===== src/rtl/tour_pkg.sv =====
// rtl/tour_pkg.sv - shared move encoding, FSM states and board geometry helpers
// for the knight's tour solver.
package tour_pkg;

  localparam logic [7:0] MV_B0 = 8'h01;  // (-1,+2)
  localparam logic [7:0] MV_B1 = 8'h02;  // (+1,+2)
  localparam logic [7:0] MV_B2 = 8'h04;  // (-2,+1)
  localparam logic [7:0] MV_B3 = 8'h08;  // (-2,-1)
  localparam logic [7:0] MV_B4 = 8'h10;  // (-1,-2)
  localparam logic [7:0] MV_B5 = 8'h20;  // (+1,-2)
  localparam logic [7:0] MV_B6 = 8'h40;  // (+2,-1)
  localparam logic [7:0] MV_B7 = 8'h80;  // (+2,+1)

  typedef enum logic [2:0] {
    ST_IDLE,
    ST_INIT,
    ST_POSS,
    ST_MOVE,
    ST_BACKUP,
    ST_DONE,
    ST_FAIL
  } tour_state_t;

  function automatic logic signed [2:0] off_x(input logic [7:0] mv);
    case (mv)
      MV_B0, MV_B4: off_x = -3'sd1;
      MV_B1, MV_B5: off_x = 3'sd1;
      MV_B2, MV_B3: off_x = -3'sd2;
      MV_B6, MV_B7: off_x = 3'sd2;
      default:      off_x = 3'sd0;
    endcase
  endfunction

  function automatic logic signed [2:0] off_y(input logic [7:0] mv);
    case (mv)
      MV_B0, MV_B1: off_y = 3'sd2;
      MV_B2, MV_B7: off_y = 3'sd1;
      MV_B3, MV_B6: off_y = -3'sd1;
      MV_B4, MV_B5: off_y = -3'sd2;
      default:      off_y = 3'sd0;
    endcase
  endfunction

  // Bit i set when move i from (x,y) lands on a dim x dim board.
  function automatic logic [7:0] in_bounds_mask(input int x, input int y, input int dim);
    logic [7:0] m;
    int tx;
    int ty;
    m = '0;
    for (int i = 0; i < 8; i++) begin
      tx = x + int'(off_x(8'h01 << i));
      ty = y + int'(off_y(8'h01 << i));
      m[i] = (tx >= 0) && (tx < dim) && (ty >= 0) && (ty < dim);
    end
    return m;
  endfunction

endpackage


===== src/rtl/tour_move_gen.sv =====
// rtl/tour_move_gen.sv - combinational target square and legality for one
// candidate knight move.
module tour_move_gen
  import tour_pkg::*;
#(
  parameter int BOARD_DIM = 5,
  parameter int CW        = $clog2(BOARD_DIM)
) (
  input  logic [CW-1:0]                  xx,
  input  logic [CW-1:0]                  yy,
  input  logic [7:0]                     try_mv,
  input  logic [BOARD_DIM*BOARD_DIM-1:0] board,
  output logic                           legal,
  output logic [CW-1:0]                  next_x,
  output logic [CW-1:0]                  next_y
);

  localparam int AW = $clog2(BOARD_DIM*BOARD_DIM);

  logic signed [CW:0] tx;
  logic signed [CW:0] ty;
  logic               in_range;
  logic [AW-1:0]      idx;

  // An overflow past the top edge wraps to a negative value, so the sign bit
  // alone rejects both edges' low side and the wrapped high side.
  always_comb begin
    tx       = $signed({1'b0, xx}) + (CW+1)'(off_x(try_mv));
    ty       = $signed({1'b0, yy}) + (CW+1)'(off_y(try_mv));
    in_range = !tx[CW] && !ty[CW] &&
               ({1'b0, tx[CW-1:0]} < (CW+1)'(BOARD_DIM)) &&
               ({1'b0, ty[CW-1:0]} < (CW+1)'(BOARD_DIM));
    idx      = AW'(int'(ty[CW-1:0]) * BOARD_DIM + int'(tx[CW-1:0]));
    legal    = 1'b0;
    if (in_range) legal = (|try_mv) & ~board[idx];
    next_x   = tx[CW-1:0];
    next_y   = ty[CW-1:0];
  end

endmodule


===== src/rtl/knight_tour_solver.sv =====
// rtl/knight_tour_solver.sv - depth-first backtracking knight's tour engine on a
// BOARD_DIM square board; TOUR_TIMEOUT_EN adds a per-solve cycle budget and timed_out.
module knight_tour_solver
  import tour_pkg::*;
#(
  parameter int BOARD_DIM = 5,
  parameter int CW        = $clog2(BOARD_DIM),
  parameter int NMOVES    = BOARD_DIM*BOARD_DIM-1,
  parameter int IW        = $clog2(NMOVES)
`ifdef TOUR_TIMEOUT_EN
  , parameter int TIMEOUT_CYC = 2**24
`endif
) (
  input  logic          clk,
  input  logic          rst_n,
  input  logic [CW-1:0] x_start,
  input  logic [CW-1:0] y_start,
  input  logic          go,
  output logic          busy,
  output logic          done,
  output logic          fail,
`ifdef TOUR_TIMEOUT_EN
  output logic          timed_out,
`endif
  input  logic [IW-1:0] indx,
  output logic [7:0]    move
);

  localparam int NSQ = BOARD_DIM*BOARD_DIM;
  localparam int AW  = $clog2(NSQ);
  localparam int MW  = IW + 1;

  tour_state_t   state, state_n;
  logic          go_ff1, go_ff2;
  logic [CW-1:0] xx, yy;
  logic [7:0]    try_mv;
  logic [MW-1:0] move_count;
  logic [NSQ-1:0] board;
  logic [7:0]    moves_taken [NMOVES];
  logic [7:0]    poss_moves  [NMOVES];

  logic          gen_legal;
  logic [CW-1:0] gen_x, gen_y;
  logic          cand_legal, start_ok, last_move;
  logic [IW-1:0] mc_idx, mc_prev;
  logic [7:0]    prev_mv;

  function automatic logic [AW-1:0] sq(input logic [CW-1:0] x, input logic [CW-1:0] y);
    return AW'(int'(y) * BOARD_DIM + int'(x));
  endfunction

  tour_move_gen #(.BOARD_DIM(BOARD_DIM), .CW(CW)) u_move_gen (
    .xx    (xx),
    .yy    (yy),
    .try_mv(try_mv),
    .board (board),
    .legal (gen_legal),
    .next_x(gen_x),
    .next_y(gen_y)
  );

  assign mc_idx     = move_count[IW-1:0];
  assign mc_prev    = IW'(move_count - 1'b1);
  assign prev_mv    = moves_taken[mc_prev];
  assign cand_legal = gen_legal && |(try_mv & poss_moves[mc_idx]);
  assign last_move  = (move_count == MW'(NMOVES-1));
  assign start_ok   = ({1'b0, x_start} < (CW+1)'(BOARD_DIM)) &&
                      ({1'b0, y_start} < (CW+1)'(BOARD_DIM));
  assign move       = ({1'b0, indx} < (IW+1)'(NMOVES)) ? moves_taken[indx] : 8'h00;

`ifdef TOUR_TIMEOUT_EN
  localparam int TW = $clog2(TIMEOUT_CYC+1);
  logic [TW-1:0] cyc_cnt;
  logic          timeout_hit;

  // INIT is busy cycle one with the counter at zero, so the last allowed busy
  // cycle sees TIMEOUT_CYC-2.
  assign timeout_hit = busy && (state != ST_INIT) && (cyc_cnt == TW'(TIMEOUT_CYC-2));

  always_ff @(posedge clk or negedge rst_n) begin
    if (!rst_n) begin
      cyc_cnt   <= '0;
      timed_out <= 1'b0;
    end else begin
      if (state == ST_INIT) cyc_cnt <= '0;
      else if (busy) cyc_cnt <= cyc_cnt + 1'b1;
      if (state == ST_IDLE && go_ff2) timed_out <= 1'b0;
      else if (timeout_hit) timed_out <= 1'b1;
    end
  end
`endif

  always_ff @(posedge clk or negedge rst_n) begin
    if (!rst_n) state <= ST_IDLE;
    else state <= state_n;
  end

  always_comb begin
    state_n = state;
    busy    = 1'b0;
    done    = 1'b0;
    fail    = 1'b0;
    case (state)
      ST_IDLE: if (go_ff2) state_n = ST_INIT;
      ST_INIT: begin
        busy    = 1'b1;
        state_n = start_ok ? ST_POSS : ST_FAIL;
      end
      ST_POSS: begin
        busy    = 1'b1;
        state_n = ST_MOVE;
      end
      ST_MOVE: begin
        busy = 1'b1;
        if (cand_legal) state_n = last_move ? ST_DONE : ST_POSS;
        else if (try_mv == MV_B7) state_n = ST_BACKUP;
      end
      ST_BACKUP: begin
        busy = 1'b1;
        if (move_count == '0) state_n = ST_FAIL;
        else if ((prev_mv << 1) == 8'h00) state_n = ST_BACKUP;
        else state_n = ST_MOVE;
      end
      ST_DONE: begin
        done    = 1'b1;
        state_n = ST_IDLE;
      end
      ST_FAIL: begin
        fail    = 1'b1;
        state_n = ST_IDLE;
      end
      default: state_n = ST_IDLE;
    endcase
`ifdef TOUR_TIMEOUT_EN
    if (timeout_hit) state_n = ST_FAIL;
`endif
  end

  always_ff @(posedge clk or negedge rst_n) begin
    if (!rst_n) begin
      go_ff1     <= 1'b0;
      go_ff2     <= 1'b0;
      xx         <= '1;
      yy         <= '1;
      try_mv     <= '0;
      move_count <= '0;
      board      <= '0;
      for (int i = 0; i < NMOVES; i++) begin
        moves_taken[i] <= '0;
        poss_moves[i]  <= '0;
      end
    end else begin
      go_ff1 <= go;
      go_ff2 <= go_ff1;
      case (state)
        ST_IDLE: begin
          if (go_ff2) begin
            board      <= '0;
            move_count <= '0;
          end
        end
        ST_INIT: begin
          if (start_ok) begin
            board[sq(x_start, y_start)] <= 1'b1;
            xx <= x_start;
            yy <= y_start;
          end
        end
        ST_POSS: begin
          poss_moves[mc_idx] <= in_bounds_mask(int'(xx), int'(yy), BOARD_DIM);
          try_mv             <= MV_B0;
        end
        ST_MOVE: begin
          if (cand_legal) begin
            board[sq(gen_x, gen_y)] <= 1'b1;
            moves_taken[mc_idx]     <= try_mv;
            xx                      <= gen_x;
            yy                      <= gen_y;
            move_count              <= move_count + 1'b1;
          end else begin
            try_mv <= try_mv << 1;
          end
        end
        ST_BACKUP: begin
          // The knight returns to a square it came from, so modular
          // subtraction at coordinate width is exact.
          if (move_count != '0) begin
            board[sq(xx, yy)] <= 1'b0;
            xx                <= xx - CW'(off_x(prev_mv));
            yy                <= yy - CW'(off_y(prev_mv));
            move_count        <= move_count - 1'b1;
            try_mv            <= prev_mv << 1;
          end
        end
        default: ;
      endcase
    end
  end

endmodule


===== config.mk =====
export PLATFORM = sky130hd
export DESIGN_NAME = knight_tour_solver
export DESIGN_NICKNAME = d
export VERILOG_FILES = /design/src/rtl/tour_pkg.sv /design/src/rtl/tour_move_gen.sv /design/src/rtl/knight_tour_solver.sv
export SDC_FILE = /design/constraint.sdc
export NUM_CORES = 1
export LEC_CHECK = 0
export CORE_MARGIN = 1
export CORE_UTILIZATION = 30
export CTS_CLUSTER_DIAMETER = 100
export DETAILED_ROUTE_END_ITERATION = 6
export DONT_BUFFER_PORTS = 1
export PLACE_DENSITY = 0.49
export SYNTH_ARGS = -nofsm -noshare
export SYNTH_HDL_FRONTEND = slang
export SYNTH_SLANG_ARGS = --single-unit

===== constraint.sdc =====
create_clock -name clk -period 8.04 [get_ports clk]
set_input_delay 1.206 -clock clk [delete_from_list [all_inputs] [get_ports clk]]
set_output_delay 1.206 -clock clk [all_outputs]
set_load 0.02 [all_outputs]

==> impl_metrics.toml <==
[run_status]
status = "completed"

[critical_path]
crit_family = "simple AND/OR/NAND/NOR gates"
slowest_stage = "nor4_1"
startpoint_type = "flop"
cpPeakStageDelay_ns = 0.51
worstPathRequired_ns = 8.52
cp.buffers_inverters = 4
critical_path_class = "reg -> reg"
cp-end-kind = "flop"
crit_top_cell = "ha_1"
cp.arrival_ns = 7.29
critical_path.max_fanout = 30

[detailed_routing]
wl_per_cell_um = 22.3
routed_wl_um = 72800
vias_per_cell = 5.47
drcViolationCount = 0
final_antenna_net_count = 0
drt_iter0_markers = 1362
first_pass_iters = 5
via_count = 17837

[timing]
setup_ws_ns = 1.23
hold_viol_final = 0
finalCriticalPeriod_ns = 6.81
maxSlewViolCount = 0
fmax_mhz = 147
worst_pin_slew_ns = 1.27
slew_headroom_pct = 15.1
fin_crit_sh_pct = 84.7
tns_ns = 0
finalSetupViolations = 0
hold_slack_ns = 0.320
rsz0062_at_grt = "false"
skew_ns = 0.0266

[synth]
synth_mux_area_share_pct = 23.4
syn-num-nets = 2341
ys_seq_elements = 434
synth_fa_ha_area_share_pct = 3.42
synthArstFlopShare_pct = 100
synth_area_um2 = 24200
synth-edff-count = 0
synth_warnings = 0
synth_top_family_by_area = "multiplexers"
avgSynthCellArea_um2 = 10.7
yosysSeqAreaShare_pct = 44.9
synthFlopType = "dfrtp_1"
synth-compound-area-share_pct = 12.1
synthDistinctLibCells = 74
netlist_instances = 2265
yosys.area_share.simple_pct = 11.2
synth_xor_xnor_area_share_pct = 1.12

[grt]
grt_antenna_before_repair = 1
grt_pass1_wl_um = 114000
grt_pass1_vias = 18020
grt_max_degree = 435
overflow = 0
grt_usage_pct = 17.9

[cts]
htreeDepth = 2
clockBufferDepth = 3
post_cts_buffers = 0
cts-root-buf = "clkbuf_16"
path_clk_slew_ns = 0.06
cts-buffers-inserted = 49
cts-resized-gates = 0
clock_latency_ns = 0.61
cts_num_sinks = 434
tritoncts = "yes"
cts_hold_buf = 0

[final_layout]
fin_cells = 3261
n_antenna_cell = 0
syn2layout_area_growth_pct = 11.0
final_nets = 2248
layout-drive-gt1-share_pct = 20.5
final_common_cell = "dfrtp_1"
layout_common_cells = "dfrtp_1, nand2_1, o21ai_0, mux2_2, mux2i_1"

[placed_design]
placement.setup.worst_slack_ns = 1.20
place_congestion = 0.882
port_buffers = 0
placed_cells = 3171
dp_hpwl_um = 49000

[floorplanning]
die_area_um2 = 81900
start_util_pct = 30.5
fp.dieH_um = 286
fp.dieW_um = 286
io_pins = 25
coreArea_um2 = 79400
core.rowCount = 103

[pwr]
ir_worst_vdd_mv = 0.604
totalPowerFinal_mw = 11.0
power_density_nw_per_um2 = 409
p_leak_nw = 11.6

[worst_hold_path]
min_path_type = "in -> async"

[run]
maxCapViolCount = 0
synth_stat cells (all sizes together) (21+ instances only):
cell type	count	area share, %
a21oi	46	0.95
a22oi	40	1.3
and2	32	0.83
buf	53	1.1
clkbuf	132	2.1
dfrtp	428	44
ha	55	2.8
inv	46	0.71
mux2	209	9.7
mux2i	118	4.9
mux4	94	8.8
nand2	358	5.5
nand3	44	0.91
nor2	70	1.1
o21ai	260	5.4
o22ai	21	0.54
report_power, final:
group	leakage (nW)	total, mW	internal, mW	switching, mW
logic	4.75	5.88	1.95	3.93
registers	6.00	2.73	2.45	0.278
clock network	0.863	2.40	1.43	0.971
cells by family after synthesis:
family | count (synthesis)
AO/OA/AOI/OAI | 478
XOR/XNOR | 30
adder cells (fa/ha/maj) | 62
buffers and inverters | 231
flip-flops | 434
multiplexers | 421
AND/OR/NAND/NOR | 609
path summary, 6_finish.rpt:
kind / startpoint / end / slack [ns] / depth (start not counted)
setup reg to reg: try_mv[7] / moves_taken[143] / 1.23 / 25
min in group clk: go_ff1 / go_ff2 / 0.35 / 0
hold / removal: rst_n / moves_taken[30] / 0.32 / 0
hold reg to reg: go_ff1 / go_ff2 / 0.35 / 0
setup / recovery: try_mv[7] / moves_taken[143] / 1.23 / 25
max in group asynchronous: rst_n / board[10] / 7.02 / 0
through the flow:
stage | util [%] | cell area (um2)
final | 33.9 | 26900
after global routing | 33.9 | 26900
after CTS | 33.9 | 26900
after detailed placement | 31.7 | 25200
after global placement | 31.7 | 25200
after floorplan | - | 24200
state kept, by name, indices dropped and copies added (netlist names):
name / cells
moves_taken: 192
poss_moves: 192
board: 25
try_mv: 8
move_count: 6
state: 3
xx: 3
yy: 3
go_ff1: 1
go_ff2: 1
area by class of cell:
type	count	area [um2]
Fill cell	8052	52500
Multi-Input combinational cell	1600	12500
Sequential cell	434	10900
Clock buffer	63	1360
Tap cell	1050	1310
Clock inverter	27	369
Timing Repair Buffer	41	320
Inverter	46	173
routing by layer:
layer	wire length, um	part of all wire [%]	GRT usage (%)
met3	3940	5.4	2.77
met4	1310	1.8	4.13
met2	33300	46	27.9
met5	13	0.018	0
met1	34200	47	26.1
Note: power is estimated with default switching activity, not from simulation.
